===== src/rtl/flash_ctrl_pkg.sv =====
// Shared constants and types for the flash read-address controller.
package flash_ctrl_pkg;

  localparam int unsigned ADDR_WIDTH_DEF      = 24;
  localparam int unsigned CLK_HZ              = 27_000_000;
  localparam int unsigned DEBOUNCE_MS         = 10;
  localparam int unsigned DEBOUNCE_CYCLES_DEF = CLK_HZ / 1000 * DEBOUNCE_MS;
  localparam int unsigned ENABLE_CYCLES_DEF   = 10_000_000;

  typedef enum logic {
    ST_IDLE   = 1'b0,
    ST_ENABLE = 1'b1
  } en_state_e;

  // Counter width able to hold 0..n-1, never narrower than one bit.
  function automatic int unsigned cnt_width(input int unsigned n);
    return (n > 1) ? $clog2(n) : 1;
  endfunction

endpackage


===== src/rtl/flash_addr_stepper_if.sv =====
// Button inputs and flashNavigator-facing outputs of the address stepper.
interface flash_addr_stepper_if
  import flash_ctrl_pkg::*;
#(
  parameter int unsigned ADDR_WIDTH = ADDR_WIDTH_DEF
);

  logic                  btn1;
  logic                  btn2;
  logic [ADDR_WIDTH-1:0] flashReadAddr;
  logic                  enableFlash;
  logic                  addrChanged;

  // The stepper is the address master towards flashNavigator.
  modport master (
    input  btn1,
    input  btn2,
    output flashReadAddr,
    output enableFlash,
    output addrChanged
  );

  modport slave (
    output btn1,
    output btn2,
    input  flashReadAddr,
    input  enableFlash,
    input  addrChanged
  );

endinterface


===== src/rtl/button_debounce.sv =====
// Synchronizes and debounces one active-low push-button; pulses press_o once
// per accepted 1->0 transition of the stable level.
module button_debounce
  import flash_ctrl_pkg::*;
#(
  parameter int unsigned DEBOUNCE_CYCLES = DEBOUNCE_CYCLES_DEF
) (
  input  logic clk,
  input  logic rst,
  input  logic btn_i,
  output logic press_o
);

  localparam int unsigned   CW       = cnt_width(DEBOUNCE_CYCLES);
  localparam logic [CW-1:0] CNT_LAST = CW'(DEBOUNCE_CYCLES - 1);

  logic          sync1_q, sync2_q;
  logic          stable_q, stable_d;
  logic          stable_dly_q;
  logic          press_q;
  logic [CW-1:0] cnt_q, cnt_d;

  // NOTE: every variable gets a default before any branch so no latch is inferred.
  always_comb begin
    cnt_d    = '0;
    stable_d = stable_q;
    if (sync2_q != stable_q) begin
      if (cnt_q == CNT_LAST) begin
        stable_d = sync2_q;
      end else begin
        cnt_d = cnt_q + 1'b1;
      end
    end
  end

  // NOTE: state registers use non-blocking assignments so all flops update together.
  always_ff @(posedge clk) begin
    if (rst) begin
      sync1_q      <= 1'b1;
      sync2_q      <= 1'b1;
      stable_q     <= 1'b1;
      stable_dly_q <= 1'b1;
      cnt_q        <= '0;
      press_q      <= 1'b0;
    end else begin
      sync1_q      <= btn_i;
      sync2_q      <= sync1_q;
      stable_q     <= stable_d;
      stable_dly_q <= stable_q;
      cnt_q        <= cnt_d;
      press_q      <= stable_dly_q & ~stable_q;
    end
  end

  assign press_o = press_q;

endmodule


===== src/rtl/flash_addr_stepper.sv =====
// Steps the flash read address from two debounced buttons and opens an
// enableFlash window after reset and after every accepted address change.
module flash_addr_stepper
  import flash_ctrl_pkg::*;
#(
  parameter int unsigned           ADDR_WIDTH      = ADDR_WIDTH_DEF,
  parameter logic [ADDR_WIDTH-1:0] ADDR_INIT       = ADDR_WIDTH'(1),
  parameter logic [ADDR_WIDTH-1:0] ADDR_MAX        = '1,
  parameter int unsigned           DEBOUNCE_CYCLES = DEBOUNCE_CYCLES_DEF,
  parameter int unsigned           ENABLE_CYCLES   = ENABLE_CYCLES_DEF
) (
  input logic                  clk,
  input logic                  rst,
  flash_addr_stepper_if.master bus
);

  localparam int unsigned   WW       = cnt_width(ENABLE_CYCLES);
  localparam logic [WW-1:0] WIN_LAST = WW'(ENABLE_CYCLES - 1);

  logic                  up_evt, dn_evt;
  logic [ADDR_WIDTH-1:0] addr_q, addr_d;
  logic                  changed_q, changed_d;
  en_state_e             state_q, state_d;
  logic [WW-1:0]         win_q, win_d;

  button_debounce #(.DEBOUNCE_CYCLES(DEBOUNCE_CYCLES)) u_btn_up (
    .clk     (clk),
    .rst     (rst),
    .btn_i   (bus.btn1),
    .press_o (up_evt)
  );

  button_debounce #(.DEBOUNCE_CYCLES(DEBOUNCE_CYCLES)) u_btn_dn (
    .clk     (clk),
    .rst     (rst),
    .btn_i   (bus.btn2),
    .press_o (dn_evt)
  );

  // Simultaneous up/down cancel; saturated steps are not a change.
  always_comb begin
    addr_d    = addr_q;
    changed_d = 1'b0;
    if (up_evt && !dn_evt && (addr_q < ADDR_MAX)) begin
      addr_d    = addr_q + 1'b1;
      changed_d = 1'b1;
    end else if (dn_evt && !up_evt && (addr_q != '0)) begin
      addr_d    = addr_q - 1'b1;
      changed_d = 1'b1;
    end
  end

  always_comb begin
    state_d = state_q;
    win_d   = win_q;
    unique case (state_q)
      ST_IDLE: begin
        if (changed_d) begin
          state_d = ST_ENABLE;
          win_d   = '0;
        end
      end
      ST_ENABLE: begin
        if (changed_d) begin
          win_d = '0;
        end else if (win_q == WIN_LAST) begin
          state_d = ST_IDLE;
          win_d   = '0;
        end else begin
          win_d = win_q + 1'b1;
        end
      end
    endcase
  end

  always_ff @(posedge clk) begin
    if (rst) begin
      addr_q    <= ADDR_INIT;
      changed_q <= 1'b0;
      state_q   <= ST_ENABLE;
      win_q     <= '0;
    end else begin
      addr_q    <= addr_d;
      changed_q <= changed_d;
      state_q   <= state_d;
      win_q     <= win_d;
    end
  end

  assign bus.flashReadAddr = addr_q;
  assign bus.addrChanged   = changed_q;
  assign bus.enableFlash   = (state_q == ST_ENABLE);

endmodule


===== src/flat_wrapper.sv =====
// flat-port wrapper written by rule: the top's interface ports become plain ports
module flash_addr_stepper_flat import flash_ctrl_pkg::*;
#(
  parameter int unsigned           ADDR_WIDTH      = ADDR_WIDTH_DEF,
  parameter logic [ADDR_WIDTH-1:0] ADDR_INIT       = ADDR_WIDTH'(1),
  parameter logic [ADDR_WIDTH-1:0] ADDR_MAX        = '1,
  parameter int unsigned           DEBOUNCE_CYCLES = DEBOUNCE_CYCLES_DEF,
  parameter int unsigned           ENABLE_CYCLES   = ENABLE_CYCLES_DEF
)
  (clk, rst, bus_btn1, bus_btn2, bus_flashReadAddr, bus_enableFlash, bus_addrChanged);
  flash_addr_stepper_if #(.ADDR_WIDTH(ADDR_WIDTH)) bus_i ();
  input logic clk;
  input logic rst;
  input wire logic [$bits(bus_i.btn1)-1:0] bus_btn1;
  input wire logic [$bits(bus_i.btn2)-1:0] bus_btn2;
  output wire logic [$bits(bus_i.flashReadAddr)-1:0] bus_flashReadAddr;
  output wire logic [$bits(bus_i.enableFlash)-1:0] bus_enableFlash;
  output wire logic [$bits(bus_i.addrChanged)-1:0] bus_addrChanged;
  assign bus_i.btn1 = bus_btn1;
  assign bus_i.btn2 = bus_btn2;
  assign bus_flashReadAddr = bus_i.flashReadAddr;
  assign bus_enableFlash = bus_i.enableFlash;
  assign bus_addrChanged = bus_i.addrChanged;
  flash_addr_stepper #(.ADDR_WIDTH(ADDR_WIDTH), .ADDR_INIT(ADDR_INIT), .ADDR_MAX(ADDR_MAX), .DEBOUNCE_CYCLES(DEBOUNCE_CYCLES), .ENABLE_CYCLES(ENABLE_CYCLES)) u_core (.clk(clk), .rst(rst), .bus(bus_i));
endmodule

===== config.mk =====
export PLATFORM = sky130hd
export DESIGN_NAME = flash_addr_stepper_flat
export DESIGN_NICKNAME = d
export VERILOG_FILES = /design/src/rtl/flash_ctrl_pkg.sv /design/src/rtl/flash_addr_stepper_if.sv /design/src/rtl/button_debounce.sv /design/src/rtl/flash_addr_stepper.sv /design/src/flat_wrapper.sv
export SDC_FILE = /design/constraint.sdc
export NUM_CORES = 1
export LEC_CHECK = 0
export CORE_ASPECT_RATIO = 1.75
export CORE_MARGIN = 3
export CORE_UTILIZATION = 60
export CTS_BUF_LIST = sky130_fd_sc_hd__clkbuf_4 sky130_fd_sc_hd__clkbuf_8 sky130_fd_sc_hd__clkbuf_16
export DETAILED_ROUTE_END_ITERATION = 8
export PLACE_DENSITY = 0.9
export SETUP_SLACK_MARGIN = 0.1
export SLEW_MARGIN = 25
export SYNTH_ARGS = -nofsm -noshare
export SYNTH_HDL_FRONTEND = slang
export SYNTH_SLANG_ARGS = --single-unit

===== constraint.sdc =====
create_clock -name clk -period 5.3 [get_ports clk]
set_input_delay 0.795 -clock clk [delete_from_list [all_inputs] [get_ports clk]]
set_output_delay 0.795 -clock clk [all_outputs]
set_load 0.02 [all_outputs]

* After elaboration in Yosys (flattened, before gate mapping)
Cells that the tools add are included.
** Word-level totals
- Bits in registers :: 98
- Logic and storage cells :: 59
** Cells by class
- Equal/unequal tests :: 6
- Reductions and logical operators :: 12
- Mux-type cells :: 12
- Add/subtract/negate cells :: 5
- Magnitude comparators :: 1
- Bitwise gates (word level) :: 7
** Operator list (count)
- two-way mux 24 bit :: 5
- adder 24 x 1 -> 24 bit (second input constant) :: 2
- case mux 24 bit (2 select lines) :: 1
- adder 19 x 1 -> 19 bit (second input constant) :: 2
- == test 19 bit (second input constant) :: 2
- == test 24 bit (second input constant) :: 1
- less-than comparator 24 bit (second input constant) :: 1
- nonzero test 24 bit :: 1
- subtractor 24 x 1 -> 24 bit (second input constant) :: 1
- OR reduction 3 bit :: 2
- two-way mux 1 bit :: 5
- inverter 1 bit :: 5
- logical AND 1 bit :: 4
- AND reduction 2 bit :: 2
- bitwise AND 1 bit :: 2
- zero test 1 bit :: 2
- != test 1 bit :: 2
- != test 2 x 1 -> 1 bit (second input constant) :: 1
- case mux 1 bit (2 select lines) :: 1
- nonzero test 2 bit :: 1

* Longest topological paths before layout
Gate-level depths: netlist (run 1).
- Depth after elaboration :: 7
- Gate-level depth with buffers :: 12

* Cells and area by module
Synthesis (run 1) repeated with hierarchy kept, for this count alone.
** Unflattened totals
- Cells, all modules :: 684
- Area total of the unflattened synthesis :: 5636.7 sq um
** Modules (own cells, without submodules)
- flash_addr_stepper :: instances 1, cells each 464, area each 3609.7 sq um
- button_debounce :: instances 2, cells each 110, area each 1013.5 sq um

* Least setup slack after synthesis (run 1)
Ideal clock, no wire load.
- Path kind :: reg-to-reg
- From :: register u_core.addr_q[0] (netlist: u_core.bus.flashReadAddr[0])
- To :: register u_core.addr_q[23] (netlist: u_core.bus.flashReadAddr[23])
- Arrival :: 4.141 ns
- Buffers on the path :: 0
- Library setup time :: 0.121 ns
- Slack :: 1.038 ns
- Cell stages (with the launch flop) :: 13
- Required time :: 5.179 ns
- Cells stage by stage :: dfxtp_1 > nand4_1 > or4_4 > o311ai_4 > ha_1 > a21oi_1 > o21ai_0 > or3_1 > o221ai_1 > o211ai_1 > a21oi_1 > mux2i_1 > mux2_2
** On the way
- Word-level cells in the longest chain between the ends :: 3
** Ends and longest elaborated chain
- start: declaration :: RTL line flash_addr_stepper.sv:21 : logic [ADDR_WIDTH-1:0] addr_q, addr_d;
- start signal: assignment :: RTL line flash_addr_stepper.sv:83 : addr_q <= addr_d;
- subtractor 24 x 1 -> 24 bit (tied with other cells) :: RTL line flash_addr_stepper.sv:48 : addr_d = addr_q - 1'b1;
- two-way mux 24 bit (tied with other cells) :: RTL line flash_addr_stepper.sv:47 : end else if (dn_evt && !up_evt && (addr_q != '0)) begin
- two-way mux 24 bit / nonzero test 2 bit (equally long branches)
Several ways; a longest one is shown, not always the timed one. The select of a mux whose other input is x is not followed.
A chain may end at the register's enable or synchronous reset.

* Final worst setup path (run 1)
Same ends and word-level chain as after synthesis.

==> flow_metrics.env, run 1 <==
export IMPL_holdWs_ns=0.411
export IMPL_die_x_um=77.2
export IMPL_io_buffers=29
export IMPL_intPower_mw=1.08
export IMPL_drive_above_1_share_pct=4.75
export IMPL_fin_area_um2=6010
export IMPL_rsz0062_at_grt="no"
export IMPL_drt_iter0_markers=327
export IMPL_stdcell_count=810
export IMPL_grt_antenna_before_repair=0
export IMPL_tightestPinTransition_ns=0.749
export IMPL_pwr_share_seq_pct=52.0
export IMPL_grt_pass1_vias=5031
export IMPL_path_max_fanout=11
export IMPL_dr_total_vias=5018
export IMPL_ys_flop_type="dfxtp_1"
export IMPL_cts_buffer_depth=2
export IMPL_routed_via_density=6.20
export IMPL_cp_end_kind="flip-flop"
export IMPL_postCtsSetupBuffers=0
export IMPL_synth_top_area_share_pct=36.8
export IMPL_die_h_um=131
export IMPL_wl_per_cell_um=16.4
export IMPL_final_common_cell="dfxtp_1"
export IMPL_gr_usage_all_layers_pct=27.4
export IMPL_synth_seq_area_share_pct=36.8
export IMPL_antenna_cells=0
export IMPL_place_ws_ns=1.04
export IMPL_cts_tree="done"
export IMPL_path_class="flip-flop to flip-flop"
export IMPL_critPathArrivalTime_ns=4.62
export IMPL_cp_required_ns=5.55
export IMPL_ys_async_sr_fraction_pct=0
export IMPL_p_comb_share_pct=1.5
export IMPL_cts_made_buffers=9
export IMPL_overflow=0
export IMPL_rows=44
export IMPL_yosys_area_top_type="dfxtp_1"
export IMPL_wl_um=13300
export IMPL_syn2layout_area_growth_pct=12.8
export IMPL_relSlewSlack_pct=50.1
export IMPL_place_area_um2=5700
export IMPL_leakagePower_nw=2.22
export IMPL_place_inst=794
export IMPL_clk_insertion_delay_late_ns=0.36
export IMPL_min_period_over_period_pct=82.4
export IMPL_synth_area_leaders="dfxtp_1, nor2_1, ha_1"
export IMPL_switching_share_pct=24.2
export IMPL_final_nets=721
export IMPL_fp_coreArea_um2=8480
export IMPL_place_hpwl_um=9580
export IMPL_first_pass_iters=6
export IMPL_fin_ws_ns=0.933
export IMPL_skew_ns=0.0104
export IMPL_hold_buffers=0
export IMPL_htreeDepth=3
export IMPL_ys_ff_latch=98
export IMPL_period_needed_ns=4.37
export IMPL_layout_common_cells="dfxtp_1, nor2_1, nand2_1"
export IMPL_clock_fmax_mhz=229
export IMPL_gp_congestion=1.03
export IMPL_outcome="completed"
export IMPL_start_util_pct=62.8
export IMPL_power_density_nw_per_um2=238
export IMPL_drcViolationCount=0
export IMPL_clk_pin_slew_ns=0.08
export IMPL_crit_path_start_kind="flip-flop"
export IMPL_ant_nets=0
export IMPL_syn_nets=697
export IMPL_fin_setup_tns_ns=0
export IMPL_cts_root_buf="clkbuf_16"
export IMPL_clkPwrFrac_pct=46.5
export IMPL_clkSinkCount=98
export IMPL_syn_inst=666
export IMPL_drv_cap=0
export IMPL_fin_total_pwr_mw=1.43
export IMPL_avgSynthCellArea_um2=8.00
export IMPL_fill_cells=668
export IMPL_dieArea_um2=10100
export IMPL_hold_path_class="flip-flop to flip-flop"
export IMPL_setup_viol=0
export IMPL_synth_edff_count=0
export IMPL_io_pins=30
export IMPL_cts_resized=0
export IMPL_post_route_util_pct=70.9
export IMPL_yosys_warnings=0
export IMPL_grt_start_max_net_pins=45
export IMPL_yosysUniqueCellTypes=52
export IMPL_finalHoldViolations=0
export IMPL_grt_pass1_wl_um=22500
export IMPL_syn_area_um2=5330
export IMPL_drv_slew=0
export IMPL_power_switching_uw=345
export IMPL_vdd_ir_drop_max_uv=180
## registers in the layout, indices dropped and copies added, names as in the netlist, 19 cells and up
name,cells
u_core.bus.flashReadAddr,24
u_core.win_q,24
u_core.u_btn_dn.cnt_q,19
u_core.u_btn_up.cnt_q,19
## cell families (layout without fill, tap and decap cells)
family / Yosys count / in the layout / synth area share, %
adder cells (fa/ha/maj): 27 / 27 / 6.48
buffers and inverters: 39 / 68 / 2.98
AO/OA/AOI/OAI: 131 / 131 / 15.3
AND/OR/NAND/NOR: 310 / 310 / 28.2
flip-flops: 98 / 98 / 36.8
multiplexers: 7 / 7 / 1.34
XOR/XNOR: 54 / 54 / 8.88
## critical path: stages, from the launching register on
cell and delay, ns:
dfxtp_1 0.47, nand4_1 0.18, or4_4 0.53, o311ai_4 0.60, ha_1 0.40, o211ai_1 0.23, o21ai_0 0.21, o221a_2 0.30
o221ai_1 0.35, o211ai_1 0.16, a21oi_1 0.23, mux2i_1 0.24, mux2_2 0.35
## layout make-up
cell class	count	area [um2]	share of cell area [%]
Clock inverter	7	78.8	1.31
Inverter	19	71.3	1.19
Timing Repair Buffer	33	320	5.33
Clock buffer	9	225	3.75
Sequential cell	98	1960	32.7
Tap cell	115	144	2.39
Multi-Input combinational cell	529	3210	53.4
## per-layer routing
layer	up-vias	wire length, um	GRT usage, %	part of all wire [%]
met3	52	718	6.10	5.4
met5	-	0	0	0
met2	169	7000	51.3	53
met1	2387	5010	27.7	38
li1	2410	-	-	-
met4	0	588	15.9	4.4
## power groups by stage
stage	Clock [mW]	Combinational (mW)	Sequential (mW)
after floorplan	0	0.0149	0.759
after global placement	0	0.0205	0.760
after detailed placement	0	0.0213	0.760
after CTS	0.667	0.0213	0.742
after global routing	0.692	0.0237	0.743
final	0.665	0.0213	0.742
## synth_stat cells (3+ instances only)
cell	n
or2_2	6
xnor2_1	26
and2_1	5
and3_1	11
nand3_1	31
clkbuf_1	14
a31oi_1	6
a21oi_1	51
nor2_1	93
nand2_1	76
nor4b_1	5
a21o_1	12
inv_1	19
mux2i_1	6
o211ai_1	7
nand4_1	19
o21ai_0	28
nand2b_1	4
a211oi_1	7
o221ai_1	3
o21bai_1	4
xor2_1	28
buf_2	4
nor3_1	16
a22oi_1	3
nor2b_1	5
ha_1	26
or3_1	10
and4_1	3
nor4_1	15
dfxtp_1	98
## final timing paths
check / from / end / slack, ns / depth (start not counted)
setup / recovery: u_core.bus.flashReadAddr[0]$_SDFFE_PP1P_ / u_core.bus.flashReadAddr[23]$_SDFFE_PP0P_ / 0.93 / 12
hold / removal: u_core.u_btn_up.sync1_q$_SDFF_PP1_ / u_core.u_btn_up.sync2_q$_SDFF_PP1_ / 0.41 / 1
setup reg to reg: u_core.bus.flashReadAddr[0]$_SDFFE_PP1P_ / u_core.bus.flashReadAddr[23]$_SDFFE_PP0P_ / 0.93 / 12
hold reg to reg: u_core.u_btn_up.sync1_q$_SDFF_PP1_ / u_core.u_btn_up.sync2_q$_SDFF_PP1_ / 0.41 / 1
No activity file was read; power rests on OpenSTA's default activity.
==> inputs of run 2 (changes only) <==
Clock period 5.3 ns to 4.05 ns, I/O delays scaled along.
==> flow_metrics.env, run 2 (synthesis results as in run 1) <==
export IMPL_outcome="completed"
export IMPL_fill_cells=664
export IMPL_leakagePower_nw=2.27
export IMPL_drcViolationCount=0
export IMPL_drv_slew=0
export IMPL_htreeDepth=3
export IMPL_wl_per_cell_um=15.9
export IMPL_tightestPinTransition_ns=0.708
export IMPL_path_max_fanout=9
export IMPL_holdWs_ns=0.410
export IMPL_crit_family="compound AO/OA/AOI/OAI gates"
export IMPL_min_from="u_core.u_btn_up.stable_dly_q$_SDFF_PP1_"
export IMPL_dr_total_vias=4946
export IMPL_hold_end="u_core.u_btn_up.press_o$_SDFF_PP0_"
export IMPL_wl_um=12900
export IMPL_clk_insertion_delay_late_ns=0.35
export IMPL_fin_setup_tns_ns=0
export IMPL_clock_fmax_mhz=263
export IMPL_cp_cell_sequence="nand4_1 -> or4_4 -> o311ai_4 -> buf_4 -> ha_4 -> a21o_1 -> a21o_1 -> a211oi_2 -> nor3_1 -> o221ai_2 -> o21ai_0 -> xnor2_1 -> a211oi_1"
export IMPL_cp_required_ns=4.29
export IMPL_start_util_pct=62.8
export IMPL_dieArea_um2=10100
export IMPL_crit_path_start_kind="flip-flop"
export IMPL_r2r_end="u_core.bus.flashReadAddr[16]$_SDFFE_PP0P_"
export IMPL_hold_path_class="flip-flop to flip-flop"
export IMPL_cts_tree="done"
export IMPL_gp_congestion=0.960
export IMPL_die_h_um=131
export IMPL_fp_coreArea_um2=8480
export IMPL_min_period_over_period_pct=93.9
export IMPL_path_buf_inv=1
export IMPL_overflow=0
export IMPL_layout_common_cells="nor2_1, dfxtp_1, nand2_1"
export IMPL_path_class="flip-flop to flip-flop"
export IMPL_finalHoldViolations=0
export IMPL_hold_buffers=0
export IMPL_holdPathStages=2
export IMPL_rsz0062_at_grt="no"
export IMPL_io_pins=30
export IMPL_first_pass_iters=5
export IMPL_period_needed_ns=3.80
export IMPL_io_buffers=29
export IMPL_relSlewSlack_pct=52.3
export IMPL_ff2ff_path_depth=13
export IMPL_clkSinkCount=98
export IMPL_cp_end_kind="flip-flop"
export IMPL_vdd_ir_drop_max_uv=238
export IMPL_cts_buffer_depth=2
export IMPL_grt_antenna_before_repair=0
export IMPL_syn2layout_area_growth_pct=16.0
export IMPL_setup_viol=0
export IMPL_drive_above_1_share_pct=9.01
export IMPL_grt_start_max_net_pins=33
export IMPL_cts_root_buf="clkbuf_16"
export IMPL_cpMostUsedCell="a21o_1"
export IMPL_ant_nets=0
export IMPL_power_density_nw_per_um2=305
export IMPL_drv_cap=0
export IMPL_reg2reg_from="u_core.bus.flashReadAddr[17]$_SDFFE_PP0P_"
export IMPL_antenna_cells=0
export IMPL_critPathArrivalTime_ns=4.05
export IMPL_routed_via_density=6.08
export IMPL_gr_usage_all_layers_pct=26.5
export IMPL_rows=44
export IMPL_place_hpwl_um=9460
export IMPL_skew_ns=0.00736
export IMPL_max_stage_delay_ns=0.47
export IMPL_cts_made_buffers=9
export IMPL_grt_pass1_wl_um=21700
export IMPL_drt_iter0_markers=304
export IMPL_ff2ff_setup_slack_ns=0.25
export IMPL_clk_pin_slew_ns=0.07
export IMPL_startpoint="u_core.bus.flashReadAddr[17]$_SDFFE_PP0P_"
export IMPL_slowest_stage="or4_4"
export IMPL_grt_pass1_vias=4857
export IMPL_final_nets=725
export IMPL_postCtsSetupBuffers=0
export IMPL_final_common_cell="nor2_1"
export IMPL_die_x_um=77.2
## run 2: changes by cell type in the layout (fill, tap and decap cells not counted), sizes merged
cell / change
buf: +4
bufinv: +1
inv: -1
## run 2: power by group
group	switching [mW]	internal [mW]
Sequential	0.00393	0.961
Clock	0.399	0.492
Combinational	0.0189	0.00917
## run 2: timing repair
action	in CTS	in global routing
setup endpoints to repair	0	3
endpoints found under the hold margin	0	0
resized for setup	0	3
## run 2: routing by layer
layer,wire length (um),vias to the layer above,track usage (%)
met3,518,55,5.28
met2,6770,135,49.9
li1,-,2421,-
met1,4990,2335,26.5
met5,0,-,0
met4,633,0,16.4
## run 2: stage by stage
step | util (%) | area [um2] | instances | power, mW | setup WS (ns)
6_report | 72.9 | 6180 | 814 | 1.88 | 0.245
5_1_grt | 72.9 | 6180 | 814 | 1.94 | 0.123
4_1_cts | 72.7 | 6160 | 814 | 1.90 | 0.202
3_5_place_dp | 69.0 | 5850 | 798 | 1.02 | 0.252
3_3_place_gp | 69.0 | 5850 | 798 | 1.01 | 0.272
2_1_floorplan | - | 5450 | 666 | 1.01 | 0.0446
## run 2: worst max path at each step
stage                                                      endpoint  slack [ns]  cells after the start
after floorplan           u_core.bus.flashReadAddr[23]$_SDFFE_PP0P_        0.04                     12
after global placement    u_core.bus.flashReadAddr[23]$_SDFFE_PP0P_        0.27                     13
after detailed placement  u_core.bus.flashReadAddr[16]$_SDFFE_PP0P_        0.25                     13
after CTS                 u_core.bus.flashReadAddr[16]$_SDFFE_PP0P_        0.20                     13
after global routing      u_core.bus.flashReadAddr[23]$_SDFFE_PP0P_        0.12                     13
final                     u_core.bus.flashReadAddr[16]$_SDFFE_PP0P_        0.25                     13
## run 2: final cells by class
class	count	area [um2]	area share, %
Sequential cell	98	2010	32.5
Clock inverter	7	83.8	1.36
Inverter	19	71.3	1.15
Multi-Input combinational cell	529	3290	53.3
Tap cell	115	144	2.33
Timing Repair Buffer	37	354	5.73
Clock buffer	9	225	3.65
## run 2: worst reg2reg max path, stage by stage, from the launching register on
cell	delay (ns)
dfxtp_1	0.45
nand4_1	0.20
or4_4	0.47
o311ai_4	0.26
buf_4	0.23
ha_4	0.23
a21o_1	0.18
a21o_1	0.21
a211oi_2	0.35
nor3_1	0.15
o221ai_2	0.30
o21ai_0	0.21
xnor2_1	0.16
a211oi_1	0.28
==> inputs of run 3 (changes only) <==
Settings changed: GPL_ROUTABILITY_DRIVEN from default to 0, PLACE_DENSITY 0.9 to 0.8.
==> flow_metrics.env, run 3 (synthesis results as in run 1) <==
export IMPL_grt_pass1_wl_um=21900
export IMPL_final_nets=723
export IMPL_start_util_pct=62.8
export IMPL_syn2layout_area_growth_pct=15.4
export IMPL_io_buffers=29
export IMPL_routed_via_density=6.05
export IMPL_reg2reg_from="u_core.bus.flashReadAddr[15]$_SDFFE_PP0P_"
export IMPL_min_period_over_period_pct=94.6
export IMPL_die_x_um=77.2
export IMPL_rsz0062_at_grt="yes"
export IMPL_path_buf_inv=1
export IMPL_path_max_fanout=11
export IMPL_period_needed_ns=3.83
export IMPL_ant_nets=0
export IMPL_drv_cap=0
export IMPL_ff2ff_path_depth=13
export IMPL_crit_path_start_kind="flip-flop"
export IMPL_vdd_ir_drop_max_uv=230
export IMPL_clk_insertion_delay_late_ns=0.34
export IMPL_cp_end_kind="flip-flop"
export IMPL_setup_viol=0
export IMPL_holdWs_ns=0.413
export IMPL_drt_iter0_markers=287
export IMPL_cts_root_buf="clkbuf_16"
export IMPL_layout_common_cells="nor2_1, dfxtp_1, nand2_1"
export IMPL_slowest_stage="or4_4"
export IMPL_finalHoldViolations=0
export IMPL_wl_per_cell_um=16.0
export IMPL_outcome="completed"
export IMPL_tightestPinTransition_ns=0.638
export IMPL_cts_tree="done"
export IMPL_min_from="u_core.u_btn_dn.sync1_q$_SDFF_PP1_"
export IMPL_fin_setup_tns_ns=0
export IMPL_clkSinkCount=98
export IMPL_crit_family="compound AO/OA/AOI/OAI gates"
export IMPL_critPathArrivalTime_ns=4.07
export IMPL_cp_required_ns=4.28
export IMPL_relSlewSlack_pct=57.0
export IMPL_gr_usage_all_layers_pct=26.7
export IMPL_drive_above_1_share_pct=8.61
export IMPL_fp_coreArea_um2=8480
export IMPL_dr_total_vias=4915
export IMPL_grt_antenna_before_repair=0
export IMPL_io_pins=30
export IMPL_leakagePower_nw=2.26
export IMPL_die_h_um=131
export IMPL_cp_cell_sequence="nand4_1 -> or4_4 -> o311ai_4 -> buf_4 -> ha_4 -> a21o_1 -> a21o_1 -> a211oi_1 -> nor3_2 -> nand4_1 -> a41oi_1 -> xnor2_1 -> a211oi_1"
export IMPL_drcViolationCount=0
export IMPL_hold_path_class="flip-flop to flip-flop"
export IMPL_htreeDepth=3
export IMPL_holdPathStages=1
export IMPL_skew_ns=0.00671
export IMPL_max_stage_delay_ns=0.56
export IMPL_final_common_cell="nor2_1"
export IMPL_clk_pin_slew_ns=0.07
export IMPL_hold_end="u_core.u_btn_dn.sync2_q$_SDFF_PP1_"
export IMPL_fill_cells=674
export IMPL_grt_pass1_vias=4813
export IMPL_path_class="flip-flop to flip-flop"
export IMPL_cts_made_buffers=9
export IMPL_r2r_end="u_core.bus.flashReadAddr[20]$_SDFFE_PP0P_"
export IMPL_dieArea_um2=10100
export IMPL_place_hpwl_um=9440
export IMPL_clock_fmax_mhz=261
export IMPL_ff2ff_setup_slack_ns=0.22
export IMPL_drv_slew=0
export IMPL_fin_area_um2=6150
export IMPL_overflow=0
export IMPL_antenna_cells=0
export IMPL_rows=44
export IMPL_wl_um=13000
export IMPL_startpoint="u_core.bus.flashReadAddr[15]$_SDFFE_PP0P_"
export IMPL_post_route_util_pct=72.5
export IMPL_place_area_um2=5840
export IMPL_grt_start_max_net_pins=31
export IMPL_power_density_nw_per_um2=301
export IMPL_cts_buffer_depth=2
export IMPL_first_pass_iters=5
## run 3: cell count changes in the layout (fill, tap and decap cells not counted), sizes merged
cell / previous run / this run
buf: 8 / 6
clkbuf: 9 / 12
bufinv: 1 / 0
inv: 23 / 21
## run 3: power breakdown
group | switching (mW) | internal (mW)
sequential | 0.00435 | 0.961
combinational | 0.0186 | 0.00915
clock | 0.377 | 0.483
## run 3: area by class of cell
cell class,instances,area [um2],share of cell area [%]
inverters,19,71.3,1.16
flip-flops and latches,98,2010,32.6
clock inverters,4,31.3,0.509
repair buffers,35,339,5.51
clock buffers,12,272,4.42
well taps,115,144,2.34
multi-input cells,529,3290,53.4
## run 3: stage by stage
step           std cells  power (mW)  setup slack, ns
2_1_floorplan        666        1.01           0.0446
3_3_place_gp         796        1.01            0.338
3_5_place_dp         796        1.02            0.247
4_1_cts              812        1.87            0.235
5_1_grt              812        1.91           0.0497
6_report             812        1.85            0.218
## run 3: what timing repair did
item	in CTS	in global routing
endpoints found under the hold margin	0	0
hold buffers	0	0
buffers inserted	0	0
gates resized for setup	0	2
setup endpoints to repair	0	2
## run 3: worst max path at each step
stage / slack (ns) / cells after the start / endpoint
floorplan: 0.04 / 12 / u_core.bus.flashReadAddr[23]$_SDFFE_PP0P_
global placement: 0.34 / 13 / u_core.bus.flashReadAddr[23]$_SDFFE_PP0P_
detailed placement: 0.25 / 13 / u_core.bus.flashReadAddr[23]$_SDFFE_PP0P_
CTS: 0.24 / 13 / u_core.bus.flashReadAddr[23]$_SDFFE_PP0P_
global route: 0.05 / 13 / u_core.bus.flashReadAddr[23]$_SDFFE_PP0P_
finish: 0.22 / 13 / u_core.bus.flashReadAddr[20]$_SDFFE_PP0P_
## run 3: layer usage
layer / GRT usage (%) / wire (um) / up-vias
li1: - / - / 2413
met1: 28.3 / 5110 / 2349
met2: 50.4 / 6940 / 112
met3: 4.80 / 475 / 41
met4: 12.8 / 476 / 0
met5: 0 / 0 / -
